--- src/rtl/instr_encoder_loader.sv ---
// Encodes semantic RV32I requests (add/sub/addi/lw/sw/beq/jal) and writes them sequentially into imem.
// Optional immediate range checking is enabled by defining ENCODER_RANGE_CHECK_EN.
module instr_encoder_loader #(
  parameter int IMEM_DEPTH = 16,
  parameter int AW         = 4
) (
  input  logic          clk,
  input  logic          rst,
  input  logic          start,
  input  logic          in_valid,
  output logic          in_ready,
  input  logic [2:0]    in_op,
  input  logic [2:0]    in_rd,
  input  logic [2:0]    in_rs1,
  input  logic [2:0]    in_rs2,
  input  logic [31:0]   in_imm,
  output logic          mem_we,
  output logic [AW-1:0] mem_addr,
  output logic [31:0]   mem_wdata,
  input  logic          mem_ready,
  output logic          busy,
  output logic          full,
  output logic [AW:0]   count,
  output logic          err
);

  typedef enum logic [1:0] {S_IDLE, S_ACCEPT, S_WRITE, S_FULL} state_t;

  localparam logic [AW:0] DEPTH_C = (AW+1)'(IMEM_DEPTH);
`ifdef ENCODER_RANGE_CHECK_EN
  localparam logic RANGE_CHECK = 1'b1;
`else
  localparam logic RANGE_CHECK = 1'b0;
`endif

  state_t        state_q, state_d;
  logic [AW-1:0] addr_q, addr_d;
  logic [31:0]   wdata_q, wdata_d;
  logic [AW:0]   count_q, count_d;
  logic          err_q, err_d;
  logic          in_ready_q, in_ready_d;
  logic          mem_we_q, mem_we_d;
  logic          busy_q, busy_d;
  logic          full_q, full_d;

  function automatic logic [31:0] encode(input logic [2:0] op, input logic [2:0] rd,
                                         input logic [2:0] rs1, input logic [2:0] rs2,
                                         input logic [31:0] imm);
    logic [4:0] d, s1, s2;
    d  = {2'b00, rd};
    s1 = {2'b00, rs1};
    s2 = {2'b00, rs2};
    case (op)
      3'd0:    encode = {7'b0000000, s2, s1, 3'b000, d, 7'b0110011};
      3'd1:    encode = {7'b0100000, s2, s1, 3'b000, d, 7'b0110011};
      3'd2:    encode = {imm[11:0], s1, 3'b000, d, 7'b0010011};
      3'd3:    encode = {imm[11:0], s1, 3'b010, d, 7'b0000011};
      3'd4:    encode = {imm[11:5], s2, s1, 3'b010, imm[4:0], 7'b0100011};
      3'd5:    encode = {imm[12], imm[10:5], s2, s1, 3'b000, imm[4:1], imm[11], 7'b1100011};
      3'd6:    encode = {imm[20], imm[10:1], imm[11], imm[19:12], d, 7'b1101111};
      default: encode = 32'h0000_0013;
    endcase
  endfunction

  // Sign-extension test: every bit above the field's sign bit must equal it.
  function automatic logic imm_out_of_range(input logic [2:0] op, input logic [31:0] imm);
    case (op)
      3'd2, 3'd3, 3'd4: imm_out_of_range = !((&imm[31:11]) || !(|imm[31:11]));
      3'd5:             imm_out_of_range = !((&imm[31:12]) || !(|imm[31:12])) || imm[0];
      3'd6:             imm_out_of_range = !((&imm[31:20]) || !(|imm[31:20])) || imm[0];
      default:          imm_out_of_range = 1'b0;
    endcase
  endfunction

  always_comb begin
    state_d = state_q;
    addr_d  = addr_q;
    wdata_d = wdata_q;
    count_d = count_q;
    err_d   = err_q;
    case (state_q)
      S_IDLE, S_FULL: begin
        if (start) begin
          state_d = S_ACCEPT;
          addr_d  = '0;
          count_d = '0;
          err_d   = 1'b0;
        end
      end
      S_ACCEPT: begin
        if (start) begin
          addr_d  = '0;
          count_d = '0;
          err_d   = 1'b0;
        end else if (in_valid) begin
          wdata_d = encode(in_op, in_rd, in_rs1, in_rs2, in_imm);
          err_d   = err_q | (in_op == 3'd7) | (RANGE_CHECK & imm_out_of_range(in_op, in_imm));
          state_d = S_WRITE;
        end
      end
      S_WRITE: begin
        if (mem_ready) begin
          count_d = count_q + 1'b1;
          // The address stops on the last slot so it never wraps inside a session.
          if (count_d == DEPTH_C) begin
            state_d = S_FULL;
          end else begin
            addr_d  = addr_q + 1'b1;
            state_d = S_ACCEPT;
          end
        end
      end
      default: state_d = S_IDLE;
    endcase
    in_ready_d = (state_d == S_ACCEPT);
    mem_we_d   = (state_d == S_WRITE);
    busy_d     = (state_d == S_ACCEPT) || (state_d == S_WRITE);
    full_d     = (state_d == S_FULL);
  end

  always_ff @(posedge clk or posedge rst) begin
    if (rst) begin
      state_q    <= S_IDLE;
      addr_q     <= '0;
      wdata_q    <= '0;
      count_q    <= '0;
      err_q      <= 1'b0;
      in_ready_q <= 1'b0;
      mem_we_q   <= 1'b0;
      busy_q     <= 1'b0;
      full_q     <= 1'b0;
    end else begin
      state_q    <= state_d;
      addr_q     <= addr_d;
      wdata_q    <= wdata_d;
      count_q    <= count_d;
      err_q      <= err_d;
      in_ready_q <= in_ready_d;
      mem_we_q   <= mem_we_d;
      busy_q     <= busy_d;
      full_q     <= full_d;
    end
  end

  assign in_ready  = in_ready_q;
  assign mem_we    = mem_we_q;
  assign mem_addr  = addr_q;
  assign mem_wdata = wdata_q;
  assign busy      = busy_q;
  assign full      = full_q;
  assign count     = count_q;
  assign err       = err_q;

endmodule

--- config.mk ---
export PLATFORM = sky130hd
export DESIGN_NAME = instr_encoder_loader
export DESIGN_NICKNAME = d
export VERILOG_FILES = /design/src/rtl/instr_encoder_loader.sv
export SDC_FILE = /design/constraint.sdc
export NUM_CORES = 1
export LEC_CHECK = 0
export CAP_MARGIN = 20
export CORE_AREA = 5 5 79 81
export CTS_BUF_LIST = sky130_fd_sc_hd__clkbuf_8
export DETAILED_ROUTE_END_ITERATION = 10
export DIE_AREA = 0 0 84 86
export PLACE_DENSITY = 0.8
export SLEW_MARGIN = 10
export SYNTH_ARGS = -nofsm -noshare
export SYNTH_HDL_FRONTEND = slang
export SYNTH_SLANG_ARGS = --single-unit
--- constraint.sdc ---
create_clock -name clk -period 2.6 [get_ports clk]
set_input_delay 0.78 -clock clk [delete_from_list [all_inputs] [get_ports clk]]
set_output_delay 0.78 -clock clk [all_outputs]
set_load 0.02 [all_outputs]
Word level (Yosys, flattened, before mapping)
Index checks and enable logic that the tools add are counted.

Bits in registers: 48. Input port bits: 49. Word-level logic and storage cells: 60.

Equal/unequal tests: 19. Reductions and logical operators: 10. $add $sub $neg: 2. Bitwise gates (word level): 2. Mux-type cells: 18.

Operator list (count): $pmux W32 S7 (1); $eq A3 B3 Y1 const B (4); $mux W4 (3); $mux W2 (5); $mux W5 (2); $pmux W5 S2 (1); $reduce_and A3 Y1 (3); $eq A2 B2 Y1 const B (4); $pmux W4 S2 (1); $eq A3 B2 Y1 const B (2); $ne A2 B2 Y1 const B (3); $pmux W2 S3 (1); $add A5 B1 Y5 const B (1); $eq A5 B5 Y1 const B (1); $add A4 B1 Y4 const B (1); $eq A2 B1 Y1 const B (2); $eq A3 B1 Y1 const B (1); $logic_not A3 Y1 (1); $mux W1 (3); $ne A3 B3 Y1 const B (1); $reduce_or A3 Y1 (1); $logic_not A2 Y1 (1); $ne A2 B1 Y1 const B (1); $pmux W1 S2 (1); other kinds (6) (6).

Logic depth before layout (Yosys ltp)
Gate-level depths: netlist (run 1).

Depth in word-level cells: 7. Mapped depth: 9.

Least setup slack after synthesis (run 1)
OpenSTA, ideal clock, no wires.

Path type: input port to flip-flop. Start point: input port start. End point: register busy_q, in the netlist busy. Data arrival time: 1.776 ns. Stages: 5. Path buffers: 0. Setup slack: 0.711 ns. Path through: nand2b_1 > and3_1 > o32a_1 > ha_1 > inv_1.

Longest elaborated chain between the ends: 4. Elaborated cells between the ends (all ways): 6.

RTL lines: start: declaration (line 9) `input logic start,`; $mux W2 (on tied branches) (line 91, 83); $pmux W2 S3 (*) (line 81) `case (state_q)`; named net state_d[0] (line 36) `state_t state_q, state_d;`; $eq A2 B1 Y1 / $eq A2 B2 Y1 (equally long branches) (line 117) `busy_d = (state_d == S_ACCEPT) || (state_d == S_WRITE);`; $logic_or A1 B1 Y1 (*) (line 117); named net busy_d (line 43) `logic busy_q, busy_d;`; end signal: assignment (line 140) `busy_q <= busy_d;`; end: declaration (line 43).

The timed path passes the listed nets; every way through them passes the cells marked *. A chain may end at the register's enable or synchronous reset.

Worst setup path after layout (run 1)
Start point: register count_q[3], in the netlist count[3]. End point: output port count[3].

RTL lines: start: declaration (line 39) `logic [AW:0] count_q, count_d;`; start signal: assignment (line 136) `count_q <= count_d;`; end: declaration (line 23) `output logic [AW:0] count,`.

No word-level cell between the ends.

==> results of run 1 <==
==> final cells by class <==
type	instances	share of cell area, %
clock buffers	6	2.46
clock inverters	2	0.261
inverters	12	1.34
multi-input cells	174	31.6
flip-flops and latches	46	34.3
well taps	72	2.68
repair buffers	93	27.4
==> power breakdown <==
| group | internal (mW) | switching (mW) | total [mW] |
|---|---|---|---|
| clock | 0.211 | 0.230 | 0.441 |
| sequential | 0.950 | 0.132 | 1.08 |
| combinational | 0.646 | 0.721 | 1.37 |
==> cell usage after synthesis (all sizes together) (3+ instances only) <==
master,number,share of area [%]
a22o,8,3.0
inv,12,1.9
mux2i,3,1.3
nand2b,8,2.2
nand2,41,6.6
clkbuf,3,0.49
dfrtp,46,50
and3,7,1.9
o21ai,30,6.5
ha,9,4.9
buf,9,2.3
nand3,7,1.5
nor2,13,2.1
a21oi,13,2.8
nor3b,3,0.97
mux2,3,1.6
a22oi,3,0.97
==> registers in the layout, indices dropped and copies added, names as in the netlist <==
| name | cells |
|---|---|
| mem_we | 1 |
| err | 1 |
| mem_wdata | 30 |
| full | 1 |
| state_q | 2 |
| mem_addr | 4 |
| in_ready | 1 |
| busy | 1 |
| count | 5 |
==> metal layers <==
metal  share of wire [%]  up-vias  track usage, %  wire [um]
li1                    -     1016               -          -
met1                  42      966            18.7       2380
met2                  49       56            27.6       2790
met3                 5.8       15            4.23        326
met4                 2.8        0            7.46        156
met5                   0        -               0          0
==> logic make-up (layout without fill, tap and decap cells) <==
kind of cell,Yosys count,in the layout,share of synthesized area [%]
xor gates and xnor gates,4,4,1.51
adders and majority gates,9,9,4.85
and+or+nand+nor,87,87,18.3
AOI/OAI and AO/OA,68,68,18.1
DFF,46,46,49.6
muxes,6,6,2.91
buffers and inverters,24,113,4.69
==> final timing paths <==
check                                 to           from  slack (ns)
min                        mem_wdata[11]  mem_wdata[11]        0.47
max                             count[3]       count[3]        0.38
max reg2reg                         busy     state_q[0]        0.54
min in group asynchronous   mem_wdata[1]            rst        0.97
max in group asynchronous            err            rst        1.24
min reg2reg                mem_wdata[11]  mem_wdata[11]        0.47
==> layout by cell type (no fill, tap or decap), types with 2 or more instances in the layout <==
master / n
a21o_1: 2
a21oi_1: 13
a22o_1: 8
a22oi_1: 3
and3_1: 6
buf_4: 9
clkbuf_8: 6
clkdlybuf4s50_1: 83
dfrtp_1: 46
ha_1: 9
inv_1: 12
mux2_2: 2
mux2i_1: 3
nand2_1: 41
nand2b_1: 8
nand3_1: 7
nand3b_1: 2
nor2_1: 13
nor3b_1: 3
o211ai_1: 2
o21ai_0: 29
xnor2_1: 2
xor2_1: 2
==> results_dict.tcl, run 1 <==
set metrics [dict create \
    drv_slew 0 \
    synth-seq-cells 46 \
    crit_chain "clkdlybuf4s50_1" \
    clock_sinks 46 \
    hp-class "register to register" \
    drv_cap 0 \
    critPathKind "register to primary output" \
    hold_viol 0 \
    fin_area_sq_um 3360 \
    cp-end-kind "primary output" \
    dp_slack_ns 0.183 \
    fin_cells 405 \
    ctsHoldBuffers 0 \
    antenna_found_initial 0 \
    detailedRoute.firstIterationViolations 65 \
    vdd_ir_drop_max_mv 0.389 \
    placed_cell_area_sq_um 3260 \
    die_area_sq_um 7220 \
    final.setup.tns_ns 0 \
    netlist_instances 244 \
    fin_skew_ns 0.00171 \
    start_util_pct 42.9 \
    outcome "finished clean" \
    regArea_sq_um 1150 \
    path_max_fanout 7 \
    fin_nets 390 \
    cts_resized 0 \
    cp-start-kind "register" \
    first_global_vias 2124 \
    worstMarginPinSlew_ns 0.575 \
    whs_path_depth 2 \
    routabilityCongestion 0.813 \
    hpwl_um 4340 \
    hold_ws_ns 0.470 \
    num_vias 2053 \
    h-tree-depth 2 \
    cts_buffers 5 \
    critPathTopFamily "buffers and inverters" \
    clk_pin_slew_worst_paths_ns 0.08 \
    cts_buffer_depth 2 \
    multi_input_area_sq_um 1060 \
    drc 0 \
    ant_nets 0 \
    die_h_um 86 \
    slew_headroom_pct 61.6 \
    total_leakage_power_nw 1.49 \
    dr.pass1.iters 4 \
    synth-edff-count 0 \
    cts_tree "done" \
    fin_crit_ns 2.22 \
    gr-total-overflow 0 \
    core_sq_um 5410 \
    ys.warnings.count 0 \
    cts_setup_buffers 0 \
    wire_per_inst_um 13.9 \
    p_total_mw 2.89 \
    cts_root_buf "clkbuf_8" \
    worst-r2r-cell-count 8 \
    synth_async_sr_flop_share_pct 100 \
    syn_avg_cell_area_sq_um 9.51 \
    drive_above_1_share_pct 7.21 \
    seq_area_frac_synth_pct 49.6 \
    drt-total-wl_um 5650 \
    num_antenna_cells 0 \
    period_share_pct 85.3 \
    grt_max_degree 47 \
    dpl.cell_count 397 \
    synth_ff_type "dfrtp_1" \
    setup_violations 0 \
    layout_setup_ws_ns 0.381 \
    portBuffers 83 \
    grt_first_pass_wirelength_um 9520 \
    syn_area_sq_um 2320 \
    cellPowerDensity_nw_per_um2 861 \
    syn_to_final_growth_pct 44.7 \
    worstPathArrival_ns 1.44 \
    critPathBufInv 1 \
    synthDistinctLibCells 42 \
    rsz0062_at_grt "false" \
    max_stage_delay_ns 0.66 \
    die_w_um 84 \
    io_pins 95 \
    path_depth 1 \
    cp_slowest_cell "clkdlybuf4s50_1" \
    syn-num-nets 302 \
    rows 27 \
    grtUsageTotal_pct 16.0 \
    fill_cells 490 \
    required_ns 1.82 \
    fmax_mhz 451 \
    viasPerCell 5.07 \
    clk_latency_ns 0.29 \
    fin_util_pct 62.1 \
]
Power figures use the tool's default switching activity.
==> run 2: changes to the inputs <==
--- a/config.mk
+++ b/config.mk
@@ -7,8 +7,9 @@
 export LEC_CHECK = 0
+export ABC_AREA = 1
 export CAP_MARGIN = 20
-export CORE_AREA = 5 5 79 81
+export CORE_AREA = 5 5 78 80
 export CTS_BUF_LIST = sky130_fd_sc_hd__clkbuf_8
 export DETAILED_ROUTE_END_ITERATION = 10
-export DIE_AREA = 0 0 84 86
-export PLACE_DENSITY = 0.8
+export DIE_AREA = 0 0 83 85
+export PLACE_DENSITY = 0.81
 export SLEW_MARGIN = 10
==> constraint.sdc (replaced) <==
create_clock -name clk -period 2.6 [get_ports clk]
set_input_delay 0.65 -clock clk [delete_from_list [all_inputs] [get_ports clk]]
set_output_delay 0.65 -clock clk [all_outputs]
set_load 0.02 [all_outputs]
==> run 2 against run 1 <==
Effect of this change:
- maximum frequency rose by 7.3%
- synthesized cell count grew 7.8%
- critical path depth is the same
- synthesized area decreased by 1.9%
- first-iteration DRC count up 45%
- via count down 1.0%
- clock power grew 1%
- hold slack gained 0.016 ns
- clock skew increased by 0.0016 ns
- setup slack improved by 0.15 ns
- critical path type unchanged
- largest cell class unchanged
- highest routed layer unchanged
==> results_dict.tcl, run 2 <==
set metrics [dict create \
    outcome "finished clean" \
    critPathKind "register to primary output" \
    yosys-mux-area-fraction_pct 0 \
    netlist_instances 263 \
    syn_avg_cell_area_sq_um 8.65 \
    cp_slowest_cell "clkdlybuf4s50_1" \
    cts_setup_buffers 0 \
    hp-class "register to register" \
    yosysMostFrequentCell "nand2_1" \
    dr.pass1.iters 4 \
    synthAdderAreaFrac_pct 4.95 \
    synth_async_sr_flop_share_pct 100 \
    synth_top_family_by_area "simple AND/OR/NAND/NOR gates" \
    hpwl_um 4550 \
    cts_root_buf "clkbuf_8" \
    total_leakage_power_nw 1.58 \
    syn_area_sq_um 2280 \
    cts_buffers 5 \
    cts_tree "done" \
    clock_sinks 46 \
    largest_register_ffs 30 \
    cellPowerDensity_nw_per_um2 877 \
    r2r-end "mem_wdata[4]" \
    syn-num-nets 321 \
    yosys-top-cells-count "nand2_1, dfrtp_1, inv_1" \
    worst-r2r-cell-count 9 \
    ys.warnings.count 0 \
    fin_nets 407 \
    die_area_sq_um 7060 \
    path_max_fanout 7 \
    portBuffers 83 \
    clk_latency_ns 0.29 \
    drive_above_1_share_pct 7.71 \
    r2r_slack_ns 0.74 \
    synth.area.top_cells "dfrtp_1, nand2_1, inv_1" \
    core_sq_um 5340 \
    final_common_cell "clkdlybuf4s50_1" \
    clk_pin_slew_worst_paths_ns 0.08 \
    grt_max_degree 28 \
    drc 0 \
    hold_end "mem_wdata[13]" \
    rows 27 \
    die_h_um 85 \
    rsz0062_at_grt "false" \
    drv_cap 0 \
    whs_path_depth 2 \
    io_pins 95 \
    fin_util_pct 61.5 \
    cts_buffer_depth 2 \
    synth-edff-count 0 \
    ant_nets 0 \
    synth_xor_area_share_pct 0.385 \
    routabilityCongestion 0.841 \
    first_global_vias 2066 \
    fin_area_sq_um 3280 \
    p_total_mw 2.88 \
    die_w_um 83 \
    num_vias 2032 \
    drt-total-wl_um 5780 \
    fmax_mhz 484 \
    max_stage_delay_ns 0.65 \
    ctsHoldBuffers 0 \
    wire_per_inst_um 13.7 \
    hold_start "mem_wdata[13]" \
    fin_skew_ns 0.00335 \
    fill_cells 477 \
    crit_chain "clkdlybuf4s50_1" \
    drv_slew 0 \
    viasPerCell 4.82 \
    synth_compound_area_share_pct 13.9 \
    syn_to_final_growth_pct 44.1 \
    synth-seq-cells 46 \
    h-tree-depth 2 \
    detailedRoute.firstIterationViolations 94 \
    hold_ws_ns 0.486 \
    worstPathArrival_ns 1.42 \
    fin_crit_ns 2.07 \
    yosys.area.top_type "dfrtp_1" \
    antenna_found_initial 0 \
    synthDistinctLibCells 30 \
    worstMarginPinSlew_ns 0.554 \
    num_antenna_cells 0 \
    cts_resized 0 \
    grt_first_pass_wirelength_um 9840 \
    r2r_start "state_q[1]" \
    gr-total-overflow 0 \
    vdd_ir_drop_max_mv 0.574 \
    synth_ff_type "dfrtp_1" \
    setup_violations 0 \
    start_util_pct 42.6 \
    mostFrequentLayoutCells "clkdlybuf4s50_1, nand2_1, dfrtp_1" \
    synth_top_area_share_pct 50.6 \
    hold_viol 0 \
    critPathBufInv 1 \
    period_share_pct 79.5 \
    slew_headroom_pct 63.0 \
    cp-end-kind "primary output" \
    final.setup.tns_ns 0 \
    synth_simple_gate_area_share_pct 21.9 \
    placed_cell_area_sq_um 3190 \
    cp-start-kind "register" \
    grtUsageTotal_pct 16.9 \
    critPathTopFamily "buffers and inverters" \
    seq_area_frac_synth_pct 50.6 \
    required_ns 1.95 \
]
-- run 2: cells by family (layout without fill, tap and decap cells) --
family,count (synthesis),in the layout
simple gates,113,113
buf+inv,44,131
compound gates,50,50
fa+ha+maj,9,9
flops,46,46
xor+xnor,1,1
-- run 2: area by class of cell --
cell class	instances	area, sq um	share of cell area (%)
tap	72	90.1	2.75
multi-input combinational	173	936	28.5
inverter	36	135	4.12
clock inverter	2	12.5	0.381
clock buffer	6	82.6	2.52
sequential	46	1150	35.1
timing repair buffer	87	873	26.6
-- run 2: per-layer routing --
metal,track usage (%),part of all wire (%),vias to the layer above
li1,-,-,1020
met1,21.0,45,949
met2,29.7,49,61
met3,5.15,5.5,2
met4,2.67,0.35,0
met5,0,0,-
-- run 2: worst min-delay path: stages (launching register included) --
cell and delay [ns]:
dfrtp_1 0.35, nand2_1 0.06, nand2_1 0.06
-- run 2: per-stage QoR --
step           setup slack [ns]  std cells
6_report                  0.532        422
5_1_grt                   0.446        422
4_1_cts                   0.523        422
3_5_place_dp              0.238        414
3_3_place_gp              0.282        414
2_1_floorplan             0.851        263
-- run 2: worst max path at each step --
stage	from	endpoint	slack [ns]	depth (start not counted)
after floorplan	count[0]	busy	0.85	12
after global placement	start	mem_wdata[4]	0.28	9
after detailed placement	start	mem_wdata[4]	0.24	9
after CTS	count[0]	count[0]	0.52	1
after global routing	count[0]	count[0]	0.45	1
final	count[0]	count[0]	0.53	1
-- run 2: power by group --
part	leakage (nW)	total [mW]	internal, mW	switching, mW
sequential	0.599	1.09	0.953	0.140
combinational	0.931	1.34	0.619	0.718
clock	0.0472	0.446	0.214	0.232
==> run 3: changes to the inputs <==
Settings changed: CORE_AREA 5 5 78 80 to 5 5 82 84, DIE_AREA 0 0 83 85 to 0 0 87 89, PLACE_DENSITY 0.81 to 0.77.
Clock period 2.6 ns to 1.9 ns, I/O delays scaled along.
==> run 3 against run 2 <==
Effect of this change:
- global-route usage is 1.2 points lower
- design area rose by 4.5%
- clock power increased by 53%
- core utilization is 2.9 points lower
- wire length is 0.85% higher
- clock-buffer cell count grew 2
- largest power group unchanged
- hold slack gained 0.0029 ns
==> results_dict.tcl, run 3 (same netlist as run 2, synthesis figures left out) <==
set metrics [dict create \
    outcome "finished clean" \
    r2r-end "mem_addr[0]" \
    fin_cells 439 \
    vdd_ir_drop_max_mv 0.671 \
    worstPathArrival_ns 1.33 \
    cp-end-kind "primary output" \
    detailedRoute.firstIterationViolations 100 \
    num_vias 2132 \
    grt_max_degree 47 \
    wire_per_inst_um 13.3 \
    largest_register_ffs 30 \
    period_share_pct 94.7 \
    portBuffers 83 \
    cts_tree "done" \
    fin_skew_ns 0.00356 \
    fin_util_pct 58.6 \
    gr-total-overflow 0 \
    cp_slowest_cell "clkdlybuf4s50_1" \
    critPathBufInv 1 \
    hpwl_um 4500 \
    antenna_found_initial 0 \
    io_pins 95 \
    final_common_cell "clkdlybuf4s50_1" \
    dr.pass1.iters 4 \
    fmax_mhz 556 \
    r2r_start "state_q[0]" \
    clk_pin_slew_worst_paths_ns 0.08 \
    ctsHoldBuffers 0 \
    rsz0062_at_grt "false" \
    syn_to_final_growth_pct 50.6 \
    cts_buffers 5 \
    critPathKind "register to primary output" \
    cellPowerDensity_nw_per_um2 1200 \
    fin_area_sq_um 3430 \
    whs_path_depth 2 \
    required_ns 1.42 \
    r2r_slack_ns 0.17 \
    routabilityCongestion 0.829 \
    dpl.cell_count 430 \
    critPathTopFamily "buffers and inverters" \
    slew_headroom_pct 74.9 \
    cts_root_buf "clkbuf_8" \
    clk_latency_ns 0.29 \
    ant_nets 0 \
    hp-class "register to register" \
    die_area_sq_um 7740 \
    grt_first_pass_wirelength_um 9750 \
    fill_cells 536 \
    drive_above_1_share_pct 11.3 \
    hold_viol 0 \
    num_antenna_cells 0 \
    p_total_mw 4.11 \
    rows 28 \
    first_global_vias 2129 \
    hold_end "mem_wdata[16]" \
    placed_cell_area_sq_um 3300 \
    hold_start "mem_wdata[16]" \
    viasPerCell 4.86 \
    die_w_um 87 \
    worstMarginPinSlew_ns 0.375 \
    fin_nets 421 \
    h-tree-depth 2 \
    max_stage_delay_ns 0.63 \
    start_util_pct 38.9 \
    cp-start-kind "register" \
    drc 0 \
    worst-r2r-cell-count 8 \
    die_h_um 89 \
    drv_slew 0 \
    core_sq_um 5850 \
    cts_buffer_depth 2 \
    drv_cap 0 \
    crit_chain "clkdlybuf4s50_1" \
    path_max_fanout 5 \
    fin_crit_ns 1.80 \
    dp_slack_ns -0.0401 \
    setup_violations 0 \
    layout_setup_ws_ns 0.0999 \
    grtUsageTotal_pct 15.7 \
    mostFrequentLayoutCells "clkdlybuf4s50_1, nand2_1, dfrtp_1" \
    total_leakage_power_nw 1.74 \
    clock_sinks 46 \
    drt-total-wl_um 5830 \
]
## run 3: changes by cell type in the layout (fill, tap and decap cells not counted), moves of 2 or more
cell,previous run,this run
buf_4,3,16
clkbuf_8,6,8
dlymetal6s2s_1,0,4
clkdlybuf4s50_1,83,79
## run 3: per-layer routing
layer  track usage [%]  vias up  part of all wire, %
met4              3.12        0                 0.34
li1                  -     1054                    -
met3              3.41        2                  5.9
met1              19.3     1019                   42
met2              28.4       57                   52
met5                 0        -                    0
## run 3: report_power, final
group          internal [mW]  leakage [nW]  switching, mW
Clock                  0.368        0.0575          0.315
Combinational          0.926          1.08           1.01
Sequential              1.30         0.599          0.183
## run 3: final cells by class
| cell class | instances | area (sq um) | area share (%) |
|---|---|---|---|
| multi-input combinational | 173 | 936 | 27.3 |
| timing repair buffer | 101 | 1000 | 29.2 |
| tap | 75 | 93.8 | 2.74 |
| inverter | 36 | 135 | 3.94 |
| sequential | 46 | 1150 | 33.6 |
| clock buffer | 8 | 110 | 3.21 |
## run 3: what timing repair did
action	CTS	global route
resized for setup	0	5
setup endpoints to repair	0	7
endpoints found under the hold margin	0	0
buffers inserted	0	1
## run 3: worst max path at each step
stage                        endpoint  depth (start not counted)         from
after floorplan                  busy                         12     count[0]
after detailed placement         busy                          9        start
after CTS                    count[0]                          2     count[0]
final                     mem_addr[0]                          1  mem_addr[0]
after global placement           busy                          9        start
after global routing         count[3]                          8   state_q[0]
## run 3: through the flow
stage	TNS, ns	hold slack, ns
after floorplan	0	0.586
after global placement	-0.0167	0.463
after detailed placement	-0.0600	0.470
after CTS	0	0.493
after global routing	0	0.516
final	0	0.489
